==> src/rtl/exception_ctrl_if.sv <==
// exception_ctrl_if: core-side bus of the exception controller; exc_mask exists only when EXC_MASK_EN is defined
interface exception_ctrl_if #(parameter int NUM_SRC = 4, parameter int ST_W = 4);
  logic [NUM_SRC-1:0] exc_req;
  logic eret;
  logic [63:0] imem_addr_F, NextPC_F, PCBranch_E;
  logic [ST_W-1:0] estatus;
  logic [1:0] sys_sel;
`ifdef EXC_MASK_EN
  logic [NUM_SRC-1:0] exc_mask;
`endif
  logic exc_take, exc_ack, in_handler;
  logic [63:0] exc_vector, sys_rdata, PCBranch;
  logic [NUM_SRC-1:0] pending;
  modport master(
`ifdef EXC_MASK_EN
    output exc_mask,
`endif
    output exc_req, eret, imem_addr_F, NextPC_F, PCBranch_E, estatus, sys_sel,
    input exc_take, exc_vector, exc_ack, in_handler, pending, sys_rdata, PCBranch
  );
  modport slave(
`ifdef EXC_MASK_EN
    input exc_mask,
`endif
    input exc_req, eret, imem_addr_F, NextPC_F, PCBranch_E, estatus, sys_sel,
    output exc_take, exc_vector, exc_ack, in_handler, pending, sys_rdata, PCBranch
  );
endinterface

==> src/rtl/exception_ctrl.sv <==
// exception_ctrl: fixed-priority exception latch, fetch redirect and ERET return; EXC_MASK_EN adds per-source masking
module exception_ctrl #(
  parameter int NUM_SRC = 4,
  parameter logic [63:0] VEC_BASE = 64'hD8,
  parameter logic [63:0] VEC_STRIDE = 64'h20,
  parameter int ST_W = 4
) (
  input logic clk,
  input logic reset,
  exception_ctrl_if.slave bus
);
  localparam int SW = NUM_SRC > 1 ? $clog2(NUM_SRC) : 1;
  localparam logic [1:0] IDLE = 2'd0, REDIRECT = 2'd1, HANDLER = 2'd2;
  logic [1:0] state_q, state_d;
  logic [NUM_SRC-1:0] pending_q, pending_d, elig, clr;
  logic [SW-1:0] cur_q, cur_d, sel;
  logic [63:0] elr_q, elr_d, err_q, err_d;
  logic [ST_W+3:0] esr_q, esr_d;
  logic start, ack;
`ifdef EXC_MASK_EN
  assign elig = pending_q & ~bus.exc_mask;
`else
  assign elig = pending_q;
`endif
  always_comb begin
    sel = '0;
    for (int i = NUM_SRC - 1; i >= 0; i--) if (elig[i]) sel = SW'(i);
  end
  assign start = state_q == IDLE && |elig;
  assign bus.exc_vector = VEC_BASE + 64'(cur_q) * VEC_STRIDE;
  assign bus.exc_take = state_q == REDIRECT;
  assign ack = state_q == REDIRECT && bus.imem_addr_F == bus.exc_vector;
  assign bus.exc_ack = ack;
  assign bus.in_handler = state_q == HANDLER;
  assign bus.pending = pending_q;
  assign bus.PCBranch = bus.eret ? err_q : bus.PCBranch_E;
  assign bus.sys_rdata = bus.sys_sel == 2'd0 ? err_q :
                         bus.sys_sel == 2'd1 ? elr_q :
                         bus.sys_sel == 2'd2 ? 64'(esr_q) : 64'(pending_q);
  assign clr = ack ? NUM_SRC'(1) << cur_q : '0;
  // a request arriving on the acknowledge edge re-arms its own bit
  always_comb begin
    pending_d = (pending_q & ~clr) | bus.exc_req;
    state_d = start ? REDIRECT : ack ? HANDLER : (state_q == HANDLER && bus.eret) ? IDLE : state_q;
    cur_d = start ? sel : cur_q;
    elr_d = start ? bus.imem_addr_F : elr_q;
    err_d = start ? bus.NextPC_F : err_q;
    esr_d = start ? {4'(sel), bus.estatus} : esr_q;
  end
  always_ff @(posedge clk or posedge reset) begin
    if (reset) begin
      state_q <= IDLE;
      pending_q <= '0;
      cur_q <= '0;
      elr_q <= '0;
      err_q <= '0;
      esr_q <= '0;
    end else begin
      state_q <= state_d;
      pending_q <= pending_d;
      cur_q <= cur_d;
      elr_q <= elr_d;
      err_q <= err_d;
      esr_q <= esr_d;
    end
  end
endmodule

==> src/flat_wrapper.sv <==
// flat-port wrapper written by rule: the top's interface ports become plain ports
module exception_ctrl_flat 
#(
  parameter int NUM_SRC = 4,
  parameter logic [63:0] VEC_BASE = 64'hD8,
  parameter logic [63:0] VEC_STRIDE = 64'h20,
  parameter int ST_W = 4
)
  (clk, reset, bus_exc_req, bus_eret, bus_imem_addr_F, bus_NextPC_F, bus_PCBranch_E, bus_estatus, bus_sys_sel, bus_exc_take, bus_exc_vector, bus_exc_ack, bus_in_handler, bus_pending, bus_sys_rdata, bus_PCBranch);
  exception_ctrl_if #(.NUM_SRC(NUM_SRC), .ST_W(ST_W)) bus_i ();
  input logic clk;
  input logic reset;
  input wire logic [$bits(bus_i.exc_req)-1:0] bus_exc_req;
  input wire logic [$bits(bus_i.eret)-1:0] bus_eret;
  input wire logic [$bits(bus_i.imem_addr_F)-1:0] bus_imem_addr_F;
  input wire logic [$bits(bus_i.NextPC_F)-1:0] bus_NextPC_F;
  input wire logic [$bits(bus_i.PCBranch_E)-1:0] bus_PCBranch_E;
  input wire logic [$bits(bus_i.estatus)-1:0] bus_estatus;
  input wire logic [$bits(bus_i.sys_sel)-1:0] bus_sys_sel;
  output wire logic [$bits(bus_i.exc_take)-1:0] bus_exc_take;
  output wire logic [$bits(bus_i.exc_vector)-1:0] bus_exc_vector;
  output wire logic [$bits(bus_i.exc_ack)-1:0] bus_exc_ack;
  output wire logic [$bits(bus_i.in_handler)-1:0] bus_in_handler;
  output wire logic [$bits(bus_i.pending)-1:0] bus_pending;
  output wire logic [$bits(bus_i.sys_rdata)-1:0] bus_sys_rdata;
  output wire logic [$bits(bus_i.PCBranch)-1:0] bus_PCBranch;
  assign bus_i.exc_req = bus_exc_req;
  assign bus_i.eret = bus_eret;
  assign bus_i.imem_addr_F = bus_imem_addr_F;
  assign bus_i.NextPC_F = bus_NextPC_F;
  assign bus_i.PCBranch_E = bus_PCBranch_E;
  assign bus_i.estatus = bus_estatus;
  assign bus_i.sys_sel = bus_sys_sel;
  assign bus_exc_take = bus_i.exc_take;
  assign bus_exc_vector = bus_i.exc_vector;
  assign bus_exc_ack = bus_i.exc_ack;
  assign bus_in_handler = bus_i.in_handler;
  assign bus_pending = bus_i.pending;
  assign bus_sys_rdata = bus_i.sys_rdata;
  assign bus_PCBranch = bus_i.PCBranch;
  exception_ctrl #(.NUM_SRC(NUM_SRC), .VEC_BASE(VEC_BASE), .VEC_STRIDE(VEC_STRIDE), .ST_W(ST_W)) u_core (.clk(clk), .reset(reset), .bus(bus_i));
endmodule
==> config.mk <==
export PLATFORM = sky130hd
export DESIGN_NAME = exception_ctrl_flat
export DESIGN_NICKNAME = d
export VERILOG_FILES = /design/src/rtl/exception_ctrl_if.sv /design/src/rtl/exception_ctrl.sv /design/src/flat_wrapper.sv
export SDC_FILE = /design/constraint.sdc
export NUM_CORES = 1
export LEC_CHECK = 0
export ABC_CLOCK_PERIOD_IN_PS = 6050
export BUFFER_PORTS_ARGS = -buffer_cell sky130_fd_sc_hd__buf_2
export CELL_PAD_IN_SITES_DETAIL_PLACEMENT = 0
export CELL_PAD_IN_SITES_GLOBAL_PLACEMENT = 1
export CORE_AREA = 2 2 155 157
export CTS_BUF_LIST = sky130_fd_sc_hd__clkbuf_4
export DETAILED_ROUTE_END_ITERATION = 8
export DIE_AREA = 0 0 157 159
export PLACE_DENSITY = 0.83
export SYNTH_ARGS = -nofsm -noshare
export SYNTH_HDL_FRONTEND = slang
export SYNTH_SLANG_ARGS = --single-unit
==> constraint.sdc <==
create_clock -name clk -period 6.05 [get_ports clk]
set_input_delay 0.3025 -clock clk [delete_from_list [all_inputs] [get_ports clk]]
set_output_delay 0.3025 -clock clk [all_outputs]
set_load 0.02 [all_outputs]
---- Word-level counts from Yosys, hierarchy flattened ----
Index checks and enable logic that the tools add are counted.
cells by class
  add/subtract/negate cells ............... 1
  equal/unequal tests ..................... 5
  shift operators ......................... 1
  muxes and demuxes ....................... 12
  bitwise operators ....................... 3
  reductions and logical operators ........ 7
operator list
  cell                                                  number
  two-way mux 64 bit                                    3
  equality test 64 bit                                  1
  two-way mux 2 bit                                     7
  adder 8 x 7 -> 9 bit (first input constant)           1
  two-way mux 6 bit                                     1
  bitwise AND 4 bit                                     1
  equality test 2 x 1 -> 1 bit (second input constant)  2
  equality test 2 bit (second input constant)           2
  logical NOT 2 bit                                     2
  two-way mux 4 bit                                     1
  NOT 4 bit                                             1
  bitwise OR 4 bit                                      1
  OR reduction 4 bit                                    1
  left shift 1 x 2 -> 4 bit (first input constant)      1
  logical AND 1 bit                                     3
  nonzero test 3 bit                                    1
storage, ports and cells
  register bits ........................... 142
  bits of input ports ..................... 205
  output and inout bits ................... 199
  logic and storage cells ................. 35

---- Longest topological paths before layout ----
  depth in word-level cells ............... 7
  mapped depth ............................ 7
  mapped depth without buffers ............ 4

---- Least setup slack after synthesis ----
No wires, ideal clock.
  path type ............................... in2out
  start point ............................. input bus_imem_addr_F[32]
  end point ............................... output bus_exc_ack
  data arrival time ....................... 1.977 ns
  required time ........................... 5.747 ns
  path slack .............................. 3.771 ns
  cell stages on the path ................. 4
  path buffers ............................ 0
  cell sequence ........................... or4_2 nor4_1 nand4_1 nor4_1
between the ends
  cells in the longest elaborated chain, start to end .. 2
ends and longest elaborated chain
  item                  line                  RTL
  start, declared       flat_wrapper.sv:15    input wire logic [$bits(bus_i.imem_addr_F)-1:0] bus_imem_addr_F;
  equality test 64 bit  exception_ctrl.sv:32  assign ack = state_q == REDIRECT && bus.imem_addr_F == bus.exc_vector;
  logical AND 1 bit     exception_ctrl.sv:32
  end, declared         flat_wrapper.sv:22    output wire logic [$bits(bus_i.exc_ack)-1:0] bus_exc_ack;
Every way passes these cells.

---- Worst setup path in the final report ----
  start point ............................. register u_core.cur_q[1]
  end point ............................... output bus_exc_ack
between the ends
  cells in the longest elaborated chain, start to end .. 3
ends and longest elaborated chain
  item                    line                  RTL
  start, declared         exception_ctrl.sv:16  logic [SW-1:0] cur_q, cur_d, sel;
  start signal, assigned  exception_ctrl.sv:61  cur_q <= cur_d;
  adder 8 x 7 -> 9 bit    exception_ctrl.sv:30  assign bus.exc_vector = VEC_BASE + 64'(cur_q) * VEC_STRIDE;
  equality test 64 bit    exception_ctrl.sv:32
  logical AND 1 bit       exception_ctrl.sv:32
Every way passes these cells.

==> results by group <==
Worst setup path
  • CP Class: flop to output port
  • Critical Path Fanout Max: 10
  • WP data required: 5.75 ns
  • Startpoint types: flop
  • Crit. End Element: output port
  • R2R setup slack: 3.84 ns
  • Data arrival, critical path: 2.70 ns

Logic synthesis
  • XOR/XNOR Fraction of Synth Area: 0.113%
  • Cells after synthesis: 646
  • Mux cell area share after synthesis: 37.5%
  • Most common flop cell mapped by yosys: dfrtp_1
  • Cell taking the most area after synthesis: dfrtp_1
  • Post-synth EDFFs: 0
  • Synth warnings: 0
  • Flops & latches, synth: 140
  • Post-Synth Adder-Cell Area: 0%
  • Post-synth top area share: around 45%
  • Largest family of logic cells by synthesized area: multiplexers
  • Synth Area in Simple Gates: 8.22%
  • Library cells used by synthesis: 32
  • Post-synthesis sequential area ratio: 45.1%
  • Ys async rst share: 100%
  • Synthesized area: 0.00777 sq mm
  • Synth cell count leaders: 197 x mux2_2, 140 x dfrtp_1, 68 x nor2_1
  • Post-synthesis compound-gate area fraction: less than 1%
  • Count leader, synth: mux2_2
  • Synth area leaders: dfrtp_1 45%, mux2_2 29%, mux2i_1 7.7%
  • Avg Inst Size Synth: 12.0 sq um

STA
  • Slew Viols, Final: 0
  • Setup tns final: 0 ns
  • Final setup fails: 0
  • Tmin final: between 3 and 4 ns
  • Max Fclk: 0.333 GHz
  • Max_slew headroom: a little under two fifths
  • Final Hold Fails: 0
  • Fin crit share: 49.6%
  • RSZ-0062 raised after global routing: no
  • Worst hold slack: 0.0662 ns
  • Clock Skews: 0.0250 ns
  • Actual slew at the worst max-slew pin: 0.924 ns

GRT
  • All-Layer GR Usage: 19.3%
  • GR Overflow Total: 0
  • Vias in the first global route: 6,891
  • Initial antenna violation count: 1
  • First-pass GRT wire length: roughly 37,000 um
  • Largest net degree at the start of global routing: approximately 140

Floorplan
  • I/O pin total: 404
  • Starting Density: 33.5%
  • Core ar.: ~0.023 sq mm
  • Die Y: 159 um
  • Die area: between 0.02 and 0.025 sq mm
  • Standard-cell rows: 56
  • Die width: 157 um

Job
  • Maxcap violations: 0

Finish
  • Multi-input gate area: 0.00386 sq mm
  • Synthesis-to-layout area growth: 43.3%
  • Fill cells: 2,132
  • Share of layout cells above drive strength 1: a little over half
  • FF+latch area: 0.00350 sq mm
  • Layout net count: 1,303
  • Cell area after layout: between 0.01 and 0.015 sq mm

Place
  • Dpl hpwl: about 17,000 um
  • Placed Area: 0.00954 sq mm
  • IO buf count: 343
  • Final GP Congestion: between 0.7 and 0.8

Clock tree
  • Clk pin slew, worst setup/hold paths: 0.12 ns
  • Clk root buf: clkbuf_4
  • Longest Clk Path Bufs: 2
  • Post-CTS repair timing setup buffer count: 0
  • H-tree levels: 4
  • Clk sinks: 140
  • Latest clock arrival within the worst-skew pair: 0.54 ns
  • CTS tree: done
  • CTS buffer count: 17
  • Post_cts resized: 0

Pwr
  • VDD IR max: 0.0000827 V
  • Pleak: 5.93 nW
  • Cell Pwr Density: about 170 mW/mm^2

Min path
  • Worst min path class: input port to flop

Drt
  • Routed WL: 24,500 um
  • Antenna Nets Post-Route: 0
  • Initial DRC Count: approximately 240
  • Routed via count: 6,575
  • Detailed Routing Iterations Pass 1: 4
  • DR DRC count: 0
  • Drt via density: around 4.6
  • Drt wl/cell: about 17 um

Status
  • Status: finished, final reports clean
[layer usage]
layer	vias up	global-route usage [%]	part of all wire (%)
li1	3109	-	-
met1	3172	22.6	41
met5	-	0	0
met3	21	4.68	6.0
met4	0	5.09	1.6
met2	273	35.1	52
[path summary, 6_finish.rpt]
path                                          start                 to  cells after the start
worst max-delay path                u_core.cur_q[1]        bus_exc_ack                      4
worst min-delay path            bus_imem_addr_F[38]   u_core.elr_q[38]                      2
worst max register to register    u_core.state_q[0]  u_core.state_q[1]                      4
worst min register to register     u_core.elr_q[34]   u_core.elr_q[34]                      1
max in group asynchronous                     reset    u_core.elr_q[0]                      4
min in group asynchronous                     reset   u_core.err_q[58]                      3
[cell type report]
type                       count  share of cell area, %
timing repair buffer         475                   27.4
sequential                   140                   31.5
multi-input combinational    461                   34.7
inverter                       3                  0.146
clock buffer                  18                   1.21
antenna                        1                 0.0225
tap                          319                   3.59
clock inverter                14                   1.51
[worst max-delay path, stage by stage, from the launching register on]
cell and delay (ns):
dfrtp_1 0.67, nor4bb_1 0.54, o21ai_0 0.34, nor4_1 0.39, buf_2 0.24
[per-stage QoR]
| stage | utilization (%) | setup slack (ns) | cells | power, W |
|---|---|---|---|---|
| 5_1_grt | 48.0 | 2.81 | 1431 | 0.00203 |
| 3_3_place_gp | 41.1 | 3.47 | 1270 | 0.00121 |
| 3_5_place_dp | 41.1 | 3.52 | 1270 | 0.00122 |
| 4_1_cts | 48.0 | 2.93 | 1430 | 0.00197 |
| 6_report | 48.0 | 3.05 | 1431 | 0.00193 |
| 2_1_floorplan | - | 1.99 | 704 | 0.00113 |
[placed cells by master (no fill, tap or decap), types with 5 or more instances in the layout]
cell	count
buf_2	341
mux2_2	197
dfrtp_1	140
dlygate4sd3_1	128
nor2_1	68
mux2i_1	60
conb_1	60
nor4_1	27
clkbuf_4	18
nand2_1	6
a21oi_1	6
buf_4	5
[registers in the layout (all words and copies together), names as in the netlist]
register	flops
u_core.err_q	64
u_core.esr_q	4
u_core.state_q	2
u_core.cur_q	2
u_core.elr_q	64
u_core.bus.pending	4
[logic make-up (layout without fill, tap and decap cells)]
group                     count (synthesis)  in the layout
and+or+nand+nor                         127            127
xor gates and xnor gates                  1              1
AOI/OAI and AO/OA                        12             12
buffers and inverters                   103            510
DFF                                     140            140
other                                     2             61
muxes                                   261            261
[report_power, final]
part / leakage, nW / internal, W / switching [W]
clock: 0.151 / 0.000292 / 0.000374
combinational: 3.84 / 0.000154 / 0.000176
sequential: 1.93 / 0.000936 / 0.000000000000000000125
total: 5.93 / 0.00138 / 0.000550
[timing repair]
| action | in CTS | in global routing |
|---|---|---|
| hold buffers | 128 | 0 |
| endpoints found under the hold margin | 197 | 0 |
| endpoints found under the setup margin | 0 | 0 |
Power figures use the tool's default switching activity.
